--- src/rtl/readback_pkg.sv ---
// Shared constants and types for the host readback path: default address map,
// snapshot FSM encoding and the counter-window helper.
package readback_pkg;

  localparam int DEF_VER_ADDR = 'h00;
  localparam int DEF_DAC_LO   = 'h02;
  localparam int DEF_DAC_HI   = 'h09;
  localparam int DEF_CNT_BASE = 'h26;

  typedef enum logic {
    IDLE = 1'b0,
    HELD = 1'b1
  } snap_state_t;

  // Last address (inclusive) covered by the counter window.
  function automatic int cnt_end(input int base, input int n_cnt, input int cnt_bytes);
    return base + n_cnt * cnt_bytes - 1;
  endfunction

endpackage

--- src/rtl/cnt_snapshot.sv ---
// Coherent multi-byte counter capture: snapshot register, captured channel and FSM.
// Optional idle timeout out of HELD when SEL_SNAP_TIMEOUT_EN is defined.
//
// state | meaning
// IDLE  | no snapshot pending; byte>0 reads return live data
// HELD  | snapshot of snap_ch valid; byte>0 reads of snap_ch return snapshot
module cnt_snapshot
  import readback_pkg::*;
#(
  parameter int DATA_W    = 8,
  parameter int N_CNT     = 22,
  parameter int CNT_BYTES = 4,
  parameter int CH_W      = (N_CNT > 1) ? $clog2(N_CNT) : 1,
  parameter int IDX_W     = (CNT_BYTES > 1) ? $clog2(CNT_BYTES) : 1
`ifdef SEL_SNAP_TIMEOUT_EN
  ,
  parameter int SNAP_TMO  = 1023
`endif
) (
  input  logic                        clk,
  input  logic                        rst_n,
  input  logic                        rd_any,
  input  logic                        cnt_rd,
  input  logic [CH_W-1:0]             rd_ch,
  input  logic [IDX_W-1:0]            rd_byte,
  input  logic [DATA_W*CNT_BYTES-1:0] live_word,
  output logic                        snap_sel,
  output logic [DATA_W-1:0]           snap_byte,
  output logic                        snap_busy
`ifdef SEL_SNAP_TIMEOUT_EN
  ,
  output logic                        snap_tmo
`endif
);

  localparam int CNT_W = DATA_W * CNT_BYTES;
  localparam logic [IDX_W-1:0] LAST_BYTE = IDX_W'(CNT_BYTES - 1);

  snap_state_t     state, state_nxt;
  logic [CNT_W-1:0] snap_reg;
  logic [CH_W-1:0]  snap_ch;
  logic             snap_load;
  logic             own_ch;
  logic             tmo_fire;

  assign snap_load = cnt_rd && (rd_byte == '0);
  assign own_ch    = cnt_rd && (rd_byte != '0) && (rd_ch == snap_ch);

`ifdef SEL_SNAP_TIMEOUT_EN
  // Down-counter reloaded by any read; expiry is the terminal count while HELD.
  localparam logic [9:0] TMO_LOAD = 10'(SNAP_TMO - 1);
  logic [9:0] tmo_cnt;

  assign tmo_fire = (state == HELD) && !rd_any && (tmo_cnt == '0);

  always_ff @(posedge clk or negedge rst_n) begin
    if (!rst_n) begin
      tmo_cnt  <= '0;
      snap_tmo <= 1'b0;
    end else begin
      snap_tmo <= tmo_fire;
      if (rd_any)
        tmo_cnt <= TMO_LOAD;
      else if ((state == HELD) && (tmo_cnt != '0))
        tmo_cnt <= tmo_cnt - 10'd1;
    end
  end
`else
  assign tmo_fire = 1'b0;
`endif

  always_ff @(posedge clk or negedge rst_n) begin
    if (!rst_n)
      state <= IDLE;
    else
      state <= state_nxt;
  end

  always_comb begin
    state_nxt = state;
    case (state)
      IDLE: begin
        if (snap_load && (CNT_BYTES > 1))
          state_nxt = HELD;
      end
      HELD: begin
        if (tmo_fire)
          state_nxt = IDLE;
        else if (own_ch && (rd_byte == LAST_BYTE))
          state_nxt = IDLE;
      end
      default: state_nxt = IDLE;
    endcase
  end

  always_comb begin
    snap_busy = (state == HELD);
    snap_sel  = (state == HELD) && own_ch;
  end

  always_ff @(posedge clk or negedge rst_n) begin
    if (!rst_n) begin
      snap_reg <= '0;
      snap_ch  <= '0;
    end else if (snap_load) begin
      snap_reg <= live_word;
      snap_ch  <= rd_ch;
    end
  end

  assign snap_byte = snap_reg[rd_byte*DATA_W +: DATA_W];

endmodule

--- src/rtl/readback_selector.sv ---
// Registered host readback mux: version, DAC and coherent counter bytes, one-cycle latency.
// Define SEL_SNAP_TIMEOUT_EN to add the snapshot idle timeout and the snap_tmo output.
module readback_selector
  import readback_pkg::*;
#(
  parameter int DATA_W    = 8,
  parameter int ADDR_W    = 8,
  parameter int N_CNT     = 22,
  parameter int CNT_BYTES = 4,
  parameter int CNT_BASE  = DEF_CNT_BASE,
  parameter int DAC_LO    = DEF_DAC_LO,
  parameter int DAC_HI    = DEF_DAC_HI,
  parameter int VER_ADDR  = DEF_VER_ADDR
`ifdef SEL_SNAP_TIMEOUT_EN
  ,
  parameter int SNAP_TMO  = 1023
`endif
) (
  input  logic                                clk,
  input  logic                                rst_n,
  input  logic                                rd_req,
  input  logic [ADDR_W-1:0]                   rd_addr,
  input  logic [DATA_W-1:0]                   version,
  input  logic [DATA_W-1:0]                   dac,
  input  logic [N_CNT*DATA_W*CNT_BYTES-1:0]   cnt_flat,
  output logic [DATA_W-1:0]                   rd_data,
  output logic                                rd_valid,
  output logic                                rd_err,
  output logic                                snap_busy
`ifdef SEL_SNAP_TIMEOUT_EN
  ,
  output logic                                snap_tmo
`endif
);

  localparam int CNT_W = DATA_W * CNT_BYTES;
  localparam int CH_W  = (N_CNT > 1) ? $clog2(N_CNT) : 1;
  localparam int IDX_W = (CNT_BYTES > 1) ? $clog2(CNT_BYTES) : 1;
  localparam logic [31:0] A_VER    = 32'(VER_ADDR);
  localparam logic [31:0] A_DAC_LO = 32'(DAC_LO);
  localparam logic [31:0] A_DAC_HI = 32'(DAC_HI);
  localparam logic [31:0] A_CNT_LO = 32'(CNT_BASE);
  localparam logic [31:0] A_CNT_HI = 32'(cnt_end(CNT_BASE, N_CNT, CNT_BYTES));

  logic [31:0]       addr_ext;
  logic [31:0]       offset;
  logic              hit_ver, hit_dac, hit_cnt;
  logic [CH_W-1:0]   rd_ch;
  logic [IDX_W-1:0]  rd_byte;
  logic [CNT_W-1:0]  live_word;
  logic [DATA_W-1:0] live_byte;
  logic [DATA_W-1:0] snap_byte;
  logic              snap_sel;
  logic              cnt_rd;
  logic [DATA_W-1:0] data_nxt;
  logic              err_nxt;

  assign addr_ext = 32'(rd_addr);
  assign offset   = addr_ext - A_CNT_LO;

  // Priority version > DAC > counter in case the windows overlap.
  assign hit_ver = (addr_ext == A_VER);
  assign hit_dac = !hit_ver && (addr_ext >= A_DAC_LO) && (addr_ext <= A_DAC_HI);
  assign hit_cnt = !hit_ver && !hit_dac && (addr_ext >= A_CNT_LO) && (addr_ext <= A_CNT_HI);

  // Force channel/byte to zero off-window so the live select never leaves cnt_flat.
  assign rd_ch   = hit_cnt ? CH_W'(offset / 32'(CNT_BYTES)) : '0;
  assign rd_byte = hit_cnt ? IDX_W'(offset % 32'(CNT_BYTES)) : '0;

  assign live_word = cnt_flat[rd_ch*CNT_W +: CNT_W];
  assign live_byte = live_word[rd_byte*DATA_W +: DATA_W];
  assign cnt_rd    = rd_req && hit_cnt;

  cnt_snapshot #(
    .DATA_W    (DATA_W),
    .N_CNT     (N_CNT),
    .CNT_BYTES (CNT_BYTES),
    .CH_W      (CH_W),
    .IDX_W     (IDX_W)
`ifdef SEL_SNAP_TIMEOUT_EN
    ,
    .SNAP_TMO  (SNAP_TMO)
`endif
  ) u_cnt_snapshot (
    .clk       (clk),
    .rst_n     (rst_n),
    .rd_any    (rd_req),
    .cnt_rd    (cnt_rd),
    .rd_ch     (rd_ch),
    .rd_byte   (rd_byte),
    .live_word (live_word),
    .snap_sel  (snap_sel),
    .snap_byte (snap_byte),
    .snap_busy (snap_busy)
`ifdef SEL_SNAP_TIMEOUT_EN
    ,
    .snap_tmo  (snap_tmo)
`endif
  );

  always_comb begin
    data_nxt = '0;
    err_nxt  = 1'b0;
    if (hit_ver)
      data_nxt = version;
    else if (hit_dac)
      data_nxt = dac;
    else if (hit_cnt)
      data_nxt = snap_sel ? snap_byte : live_byte;
    else
      err_nxt = 1'b1;
  end

  // rd_data and rd_err hold between reads; only rd_valid pulses.
  always_ff @(posedge clk or negedge rst_n) begin
    if (!rst_n) begin
      rd_data  <= '0;
      rd_valid <= 1'b0;
      rd_err   <= 1'b0;
    end else begin
      rd_valid <= rd_req;
      if (rd_req) begin
        rd_data <= data_nxt;
        rd_err  <= err_nxt;
      end
    end
  end

endmodule

--- config.mk ---
export PLATFORM = sky130hd
export DESIGN_NAME = readback_selector
export DESIGN_NICKNAME = d
export VERILOG_FILES = /design/src/rtl/readback_pkg.sv /design/src/rtl/cnt_snapshot.sv /design/src/rtl/readback_selector.sv
export SDC_FILE = /design/constraint.sdc
export NUM_CORES = 1
export LEC_CHECK = 0
export BUFFER_PORTS_ARGS = -buffer_cell sky130_fd_sc_hd__buf_2
export CORE_AREA = 2 2 285 287
export CTS_CLUSTER_SIZE = 20
export DETAILED_ROUTE_END_ITERATION = 10
export DIE_AREA = 0 0 287 289
export GPL_TIMING_DRIVEN = 0
export PLACE_DENSITY = 0.44
export SYNTH_ARGS = -nofsm -noshare
export SYNTH_HDL_FRONTEND = slang
export SYNTH_SLANG_ARGS = --single-unit
--- constraint.sdc ---
create_clock -name clk -period 2.78 [get_ports clk]
set_clock_uncertainty 0.1 [all_clocks]
set_input_delay 0.834 -clock clk [delete_from_list [all_inputs] [get_ports clk]]
set_output_delay 0.834 -clock clk [all_outputs]
set_load 0.005 [all_outputs]
Word-level counts from Yosys, hierarchy flattened
Cells that the tools add are included.
W data, S select, Z words.
{"block": "word_totals", "out_inout_bits": 11, "ff_bits": 48, "input_bits": 731, "elab_cells": 45}
{"block": "classes", "reduce_logical": 16, "addsub": 1, "bitwise": 1, "mux": 12, "n_eq_ne": 2, "n_lt_le_gt_ge": 4, "n_shift": 3}
{"cell": "$shiftx A704 B11 Y32", "n": 1}
{"cell": "$shiftx A32 B6 Y8", "n": 2}
{"cell": "$logic_not A32 Y1", "n": 1}
{"cell": "$mux W8", "n": 4}
{"cell": "$logic_and A1 B1 Y1", "n": 11}
{"cell": "$ge A8 B2 Y1 const B", "n": 1}
{"cell": "$ge A8 B6 Y1 const B", "n": 1}
{"cell": "$le A8 B4 Y1 const B", "n": 1}
{"cell": "$le A8 B7 Y1 const B", "n": 1}
{"cell": "$sub A7 B6 Y7 const B", "n": 1}
{"cell": "$eq A5 B5 Y1", "n": 1}
{"cell": "$mux W1", "n": 5}
{"cell": "$mux W5", "n": 1}
{"cell": "$eq A2 B2 Y1 const B", "n": 1}
{"cell": "$logic_not A1 Y1", "n": 2}
{"cell": "$logic_not A2 Y1", "n": 1}
{"cell": "$mux W2", "n": 1}
{"cell": "$pmux W1 S2", "n": 1}
{"cell": "$reduce_bool A2 Y1", "n": 1}
{"cell": "$not A1 Y1", "n": 1}

Depth between registers and ports, before layout
Gate-level depths: netlist of the first run.
{"block": "depth", "word_depth": 17, "depth_mapped": 15, "ltp_nobuf": 10}

By module
A second synthesis of the first run with hierarchy kept.
{"block": "hier_totals", "cells_unflattened": 1342, "hier_area_um2": 9634.2}
{"mod": "readback_selector", "seq_area_each_um2": 250.2, "area_each_um2": 7922.6, "n_inst": 1, "cells_each": 1241}
{"mod": "cnt_snapshot", "seq_area_each_um2": 950.9, "area_each_um2": 1711.6, "n_inst": 1, "cells_each": 101}

Worst setup path after synthesis of the first run
OpenSTA, ideal clock, no wires.
{"block": "synth_timing", "path_type": "input-to-reg", "from": "input rd_addr[1]", "to": "register rd_data[5]", "n_path_buf": 4, "setup_ps": 136, "required_ps": 2544, "stages": 11, "path_slack_ps": -665, "arrival_time_ps": 3209, "path_cell_list": "ha_1 buf_2 buf_2 buf_2 buf_1 mux2i_1 o22ai_1 o21ai_0 a31oi_1 a2111oi_0 nor3b_1"}
{"block": "synth_between", "elab_chain_cells": 17, "elab_cells_between_ends": 28, "classes_between": "add/sub: 1; order compare: 4; eq/ne: 1; shift: 3; mux: 6; reduce/logical: 13"}
{"element": "from (decl)", "line_no": "readback_selector.sv:22", "source": "input logic [ADDR_W-1:0] rd_addr,"}
{"element": "parallel branches: the longest is 16 deep, another holds $ge A8 B2 Y1"}
{"element": "$mux W8 *", "line_no": "readback_selector.sv:104", "source": "if (hit_ver)"}
{"element": "to (signal assigned)", "line_no": "readback_selector.sv:123", "source": "rd_data <= data_nxt;"}
{"element": "to (decl)", "line_no": "readback_selector.sv:26", "source": "output logic [DATA_W-1:0] rd_data,"}
Every way passes the cells marked *.
A chain may end at the register's enable or synchronous reset.

Worst setup path after layout of the first run
{"block": "layout_timing", "from": "input rd_addr[2]", "to": "register rd_data[1]"}
Same word-level chain as after synthesis.

==> reports/results.ini, run 1 <==
[status]
status=finished with violations
violations=negative setup slack

[global_routing]
grt_pass1_wl_um=149000
antenna_found_initial=54
first_global_vias=15715
grt_start_max_net_pins=48
overflow=0
grt.total_usage_pct=27.1

[floorplan]
die_w_um=287
num_rows=104
start_util_pct=11.5
die_y_um=289
ios=742
die_area_um2=82900
coreArea_um2=79900

[synthesis]
yosysSeqAreaShare_pct=12.8
synth_area_per_cell_um2=7.59
synth_cells=1212
synth_ff_type=dfrtp_1
synth_async_sr_flop_share_pct=100
synth.area.top_cells=mux2i_1, dfrtp_1, o22ai_1
yosys.area.top_type_share_pct=19.3
synth-edff-count=0
ys_ff_latch=47
syn_area_um2=9190
syn_nets=1944
synth_top_area_cell=mux2i_1
yosysUniqueCellTypes=83
ys.warnings.count=0

[sta]
slew_violations=0
max_slew_margin_pct=18.3
fin_crit_ns=3.57
hold_viol_final=0
fmax_mhz=280
setup_ws_ns=-0.789
rsz0062_at_grt=true
post-route-period-util_pct=128
worst_pin_slew_ns=1.23
setup_viol=40
tns_ns=-16.85

[detailed_routing]
drt-initial-drc-count=1167
avgViaCountPerCell=4.86
antenna_left=0
num_vias=15918
wirelength_um=120000
drc=0
dr.pass1.iters=5
wl_per_cell_um=36.6

[final_layout]
largest_register_ffs=31
final_nets=2924
synthToLayoutAreaGrowth_pct=133
drive_gt1_share_pct=67.3

[place]
hpwl_um=91500
portBuffers=738
gp_congestion=0.924

[setup_path]
crit_fanout=7
cp_slowest_cell=o211ai_1
crit_path_frequent_cell=buf_12
worstSetupEndpointType=register
critPathRequiredTime_ns=2.87
path_cells=buf_8 -> buf_12 -> a211oi_4 -> o211ai_4 -> and3_4 -> buf_12 -> buf_16 -> o2111ai_4 -> o211ai_1 -> a21o_1 -> o21bai_1 -> nand4_1 -> o211a_1
crit_type=in -> reg
cp-start-kind=input port
worst_path_largest_cell_delay_ns=0.32
worstPathArrival_ns=3.66

[clock_tree]
cts.sinks=47
cts_buffer_depth=2
clk_pin_slew_ns=0.07
cts_hold_buf=0
cts_tree=yes
insertion_delay_ns=0.30
htree_levels=2
root_buffer=clkbuf_16
cts_made_buffers=5

[power_and_ir_drop]
leakage_nw=9.29
p_per_area_nw_per_um2=325
total_power_w=0.00695
ir_worst_vdd_uv=280

[min_path]
min_path_type=reg -> reg

[job]
max-cap-violations=0

[final cells by class]
type	count	area, um^2
multi-input cells	1026	9940
plain buffers	124	2050
well taps	1060	1330
flip-flops and latches	47	1180
clock buffers	8	156
inverters	9	33.8
fillers	8690	58500
diodes	24	60.1
repair buffers	979	6650
[worst max-delay path: cells and delay by family]
kind,cells,cell delay [ns]
AO/OA/AOI/OAI,7,1.80
buffers and inverters,4,0.52
AND/OR/NAND/NOR,2,0.48
[cell usage in the layout, fill, tap and decap left out, types with 9 or more instances in the layout]
| master | Yosys | routed |
|---|---|---|
| a211oi_2 | 3 | 15 |
| a211oi_4 | 2 | 14 |
| a21o_1 | 9 | 9 |
| a21oi_1 | 61 | 41 |
| a21oi_2 | 1 | 13 |
| a31oi_1 | 17 | 10 |
| buf_12 | 0 | 86 |
| buf_16 | 0 | 25 |
| buf_2 | 49 | 737 |
| buf_4 | 7 | 139 |
| buf_6 | 11 | 48 |
| buf_8 | 0 | 19 |
| clkbuf_16 | 0 | 23 |
| clkbuf_4 | 0 | 9 |
| clkbuf_8 | 0 | 12 |
| dfrtp_1 | 47 | 47 |
| diode_2 | 0 | 24 |
| inv_1 | 9 | 9 |
| mux2_2 | 40 | 35 |
| mux2i_1 | 177 | 150 |
| mux2i_2 | 0 | 17 |
| mux2i_4 | 0 | 10 |
| nand2_1 | 110 | 97 |
| nand2_2 | 1 | 10 |
| nand3_1 | 42 | 37 |
| nor2_1 | 52 | 43 |
| nor2b_1 | 22 | 22 |
| nor3_1 | 30 | 15 |
| nor3_2 | 1 | 10 |
| o211ai_1 | 16 | 16 |
| o21ai_0 | 75 | 22 |
| o21ai_1 | 5 | 30 |
| o21ai_2 | 0 | 22 |
| o221ai_1 | 28 | 9 |
| o221ai_2 | 0 | 16 |
| o22a_1 | 13 | 11 |
| o22ai_1 | 109 | 47 |
| o22ai_2 | 0 | 39 |
| o22ai_4 | 0 | 23 |
| o31ai_1 | 18 | 16 |
[per-stage QoR]
stage                     cell area, um^2  instances  util (%)  hold slack, ns  worst slack, ns
final                               21400       3277      26.8           0.379           -0.789
after global routing                21400       3267      26.7           0.394           -0.787
after CTS                           20100       3196      25.1           0.379           -0.683
after detailed placement            14500       3014      18.2           0.359            -3.03
after global placement              14400       3010      18.1           0.359            -3.42
after floorplan                      9420       1212         -           0.333           -0.530
[power breakdown]
part	internal, W	switching, W
logic	0.00243	0.00291
clock network	0.000385	0.000285
registers	0.000847	0.0000972
[metal layers]
metal / track usage, % / vias up / wire (um)
met1: 32.7 / 7765 / 47800
met3: 8.55 / 267 / 11000
met5: 0 / - / 364
met2: 43.9 / 1015 / 54500
met4: 12.5 / 54 / 6270
li1: - / 6817 / -
[synthesized netlist by cell type, drive strengths merged, types with 9 or more instances]
library cell	number
mux2i	177
nand2	112
o22ai	109
o21ai	80
buf	75
a21oi	62
clkbuf	56
nor2	53
dfrtp	47
nand3	44
mux2	41
a211oi	35
nor3	32
o221ai	28
nor2b	22
a31oi	18
o211ai	18
o31ai	18
o22a	13
a221oi	11
o211a	11
a311oi	10
o2111ai	10
a21o	9
inv	9
nor4	9
or3	9
[repair_timing]
item / CTS / global route
endpoints found under the setup margin: 45 / 45
buffers inserted: 165 / 60
pin swaps: 153 / 95
resized for setup: 737 / 147
cloned: 12 / 5
[cells by family (layout without fill, tap and decap cells)]
group | Yosys count | count (layout) | synth area share [%]
fa+ha+maj | 1 | 1 | 0.136
xor+xnor | 11 | 11 | 1.33
buf+inv | 140 | 1120 | 7.57
mux | 218 | 218 | 24.3
compound gates | 488 | 488 | 37.8
other cells | 0 | 24 | 0
simple gates | 307 | 308 | 16.1
flops | 47 | 47 | 12.8
[final timing paths]
path / start / end / slack [ns] / depth (start not counted)
max: rd_addr[2] / rd_data[1] / -0.79 / 13
min: u_cnt_snapshot.snap_reg[22] / u_cnt_snapshot.snap_reg[22] / 0.38 / 2
max reg2reg: u_cnt_snapshot.snap_ch[0] / rd_data[1] / 0.35 / 9
min reg2reg: u_cnt_snapshot.snap_reg[22] / u_cnt_snapshot.snap_reg[22] / 0.38 / 2
max in group asynchronous: rst_n / u_cnt_snapshot.snap_reg[23] / 1.14 / 1
min in group asynchronous: rst_n / rd_err / 0.69 / 1
No activity file was read; power rests on OpenSTA's default activity.
==> run 2: changes to the inputs <==
--- a/config.mk
+++ b/config.mk
@@ -5,13 +5,14 @@
 export SDC_FILE = /design/constraint.sdc
 export NUM_CORES = 1
 export LEC_CHECK = 0
+export ABC_AREA = 1
 export BUFFER_PORTS_ARGS = -buffer_cell sky130_fd_sc_hd__buf_2
 export CORE_AREA = 2 2 285 287
 export CTS_CLUSTER_SIZE = 20
 export DETAILED_ROUTE_END_ITERATION = 10
 export DIE_AREA = 0 0 287 289
 export GPL_TIMING_DRIVEN = 0
-export PLACE_DENSITY = 0.44
+export PLACE_DENSITY = 0.45
 export SYNTH_ARGS = -nofsm -noshare
 export SYNTH_HDL_FRONTEND = slang
 export SYNTH_SLANG_ARGS = --single-unit
==> run 2 against run 1 <==
Compared with the run above: the run still ends with negative setup slack left; area after synthesis rose by 13%; final cell count rose by 24%; critical path depth rose by 10; synthesized cell count rose by 74%; core utilization rose by 1.1 points; via count rose by 23%; design area rose by 4.3%; first-iteration DRC count rose by 49%; largest power group unchanged; highest routed layer unchanged.
==> reports/results.ini, run 2 <==
[synthesis]
synth_compound_area_share_pct=7.22
synth-edff-count=0
synth_area_per_cell_um2=4.93
synth-simple-area-share_pct=69.9
synth_cells=2104
synth_ff_type=dfrtp_1
synth_mux_area_share_pct=0
synth_top_area_cell=nand2_1
synth_adder_area_share_pct=0.121
yosysSeqAreaShare_pct=11.6
synth_common_cells=nand2_1, nand3_1, nor2_1
synth_xor_area_share_pct=0.338
synth_top_family_by_area=simple AND/OR/NAND/NOR gates
yosys.area.top_type_share_pct=29.7
syn_nets=2836
ys_ff_latch=48
synth_async_sr_flop_share_pct=100
syn_area_um2=10400
ys.warnings.count=0
yosysUniqueCellTypes=32
synth.area.top_cells=nand2_1, nand3_1, dfrtp_1
yosysMostFrequentCell=nand2_1

[final_layout]
synthToLayoutAreaGrowth_pct=115
drive_gt1_share_pct=53.6
layout_common_cells=buf_2, nand2_1, nand3_1
post-route-cell-area_um2=22300
final_nets=3718
final_common_cell=buf_2
final_core_util_pct=27.9
largest_register_ffs=32
nFillCells=9113

[setup_path]
worstPathArrival_ns=3.45
cp_slowest_cell=clkbuf_1
reg2reg_depth=15
crit_type=in -> reg
worstSetupEndpointType=register
crit_path_frequent_cell=nand2_2
r2r_slack_ns=0.60
cp_num_buf_inv=5
worst_path_largest_cell_delay_ns=0.40
rr_startpoint=u_cnt_snapshot.snap_ch[0]
crit_fanout=10
crit_family=simple AND/OR/NAND/NOR gates
cp-start-kind=input port
rr_endpoint=rd_data[3]
path_cells=buf_8 -> ha_4 -> inv_4 -> nor2_4 -> nand2_2 -> nand3_4 -> buf_4 -> buf_12 -> clkbuf_1 -> nand4_1 -> nand3_1 -> nand3_2 -> nand3_1 -> nand2_2 -> nand2_2 -> nand3_1 -> nand2_1 -> nand2_2 -> nand2_2 -> nand3_2 -> nand2_1 -> nand2_1 -> nand2_1
critPathRequiredTime_ns=2.93

[min_path]
min_from=rd_data[3]
hold_end=rd_data[3]
min_path_type=reg -> reg
whs_path_depth=2

[detailed_routing]
drc=0
drt-initial-drc-count=1735
antenna_left=0
num_vias=19620
avgViaCountPerCell=4.82
wl_per_cell_um=29.2
wirelength_um=119000
dr.pass1.iters=5

[sta]
post-route-period-util_pct=119
max_slew_margin_pct=48.6
hold_viol_final=0
setup_ws_ns=-0.525
slew_violations=0
tns_ns=-7.94
worst_pin_slew_ns=0.771
setup_viol=40
fmax_mhz=303
fin_crit_ns=3.31
rsz0062_at_grt=true

[clock_tree]
clk_pin_slew_ns=0.07
htree_levels=2
cts_made_buffers=5
insertion_delay_ns=0.33
cts.sinks=48
root_buffer=clkbuf_16
cts_tree=yes
cts_hold_buf=0
cts_buffer_depth=2

[place]
post_dp_cell_area_um2=15600
gp_congestion=1.02
place_ws_ns=-2.36
portBuffers=741
hpwl_um=92800

[power_and_ir_drop]
p_per_area_nw_per_um2=309
ir_worst_vdd_uv=202
leakage_nw=11.1

[global_routing]
overflow=0
antenna_found_initial=34
grt_pass1_wl_um=151000
grt_start_max_net_pins=49
first_global_vias=18965
grt.total_usage_pct=26.5

[floorplan]
start_util_pct=13.0
die_area_um2=82900
coreArea_um2=79900
die_y_um=289
num_rows=104
ios=742
die_w_um=287

[status]
status=finished with violations
violations=negative setup slack

[job]
max-cap-violations=0

## run 2: cell count changes after synthesis, sizes merged, moves of 35 or more
cell	before	now
nand2	112	824
nand3	44	589
mux2i	177	0
o22ai	109	1
nand4	6	105
nor2	53	119
inv	9	66
mux2	41	0
a211oi	35	0
## run 2: cell type report
type	instances	area (um^2)	area share (%)
Clock inverter	3	25.0	0.112
Multi-Input combinational cell	1794	11200	50.4
Antenna cell	20	50.0	0.224
Tap cell	1060	1330	5.95
Timing Repair inverter	1	6.26	0.0281
Sequential cell	48	1200	5.39
Clock buffer	5	125	0.561
Buffer	190	2270	10.2
Inverter	69	303	1.36
Timing Repair Buffer	877	5750	25.8
## run 2: worst max-delay path by stage
stage | from | end | slack, ns | cells after the start
floorplan | rd_addr[1] | rd_data[7] | -0.1 | 23
global placement | rd_addr[1] | rd_data[0] | -2.34 | 20
detailed placement | rd_addr[1] | rd_data[0] | -2.36 | 20
CTS | rd_addr[2] | rd_data[1] | -0.53 | 26
global route | rd_addr[1] | rd_data[4] | -0.68 | 23
finish | rd_addr[1] | rd_data[7] | -0.53 | 23
## run 2: stage by stage
stage | hold slack [ns] | power, W | std cells
floorplan | 0.370 | 0.00262 | 2104
global placement | 0.362 | 0.00450 | 3905
detailed placement | 0.362 | 0.00450 | 3905
CTS | 0.382 | 0.00606 | 3978
global route | 0.413 | 0.00726 | 4055
finish | 0.381 | 0.00690 | 4067
## run 2: layer usage
| metal | routed length (um) | GRT usage, % |
|---|---|---|
| met1 | 50400 | 34.8 |
| met2 | 53400 | 43.8 |
| met3 | 10300 | 4.99 |
| met4 | 4810 | 8.09 |
| met5 | 23 | 0 |
## run 2: where the power goes
group / switching, W / internal (W) / total, W / leakage, nW
clock network: 0.000354 / 0.000343 / 0.000697 / 0.0710
registers: 0.0000556 / 0.000863 / 0.000919 / 0.545
logic: 0.00319 / 0.00209 / 0.00528 / 10.4
## run 2: worst reg2reg max path, stage by stage (launching register included)
cell     delay, ns
dfrtp_1       0.45
xnor2_2       0.17
nor3_2        0.23
nand3_1       0.14
buf_6         0.16
buf_12        0.13
buf_6         0.11
nor2_2        0.06
nor2_1        0.04
nand2_1       0.09
nand2_1       0.07
nand2_1       0.07
nand3_2       0.11
nand2_1       0.08
nand2_1       0.05
nand2_1       0.06
## run 2: timing repair
action                                  in CTS  in global routing
gates cloned                                15                 18
endpoints found under the setup margin      46                 46
pin swaps                                   97                165
gates resized for setup                    627                531
buffers inserted                            53                 57
## run 2: cells by family (layout without fill, tap and decap cells)
group           count (synthesis)  after routing
fa+ha+maj                       1              1
simple gates                 1645           1645
buf+inv                       262           1145
other cells                     0             20
xor+xnor                        4              4
compound gates                144            144
flops                          48             48
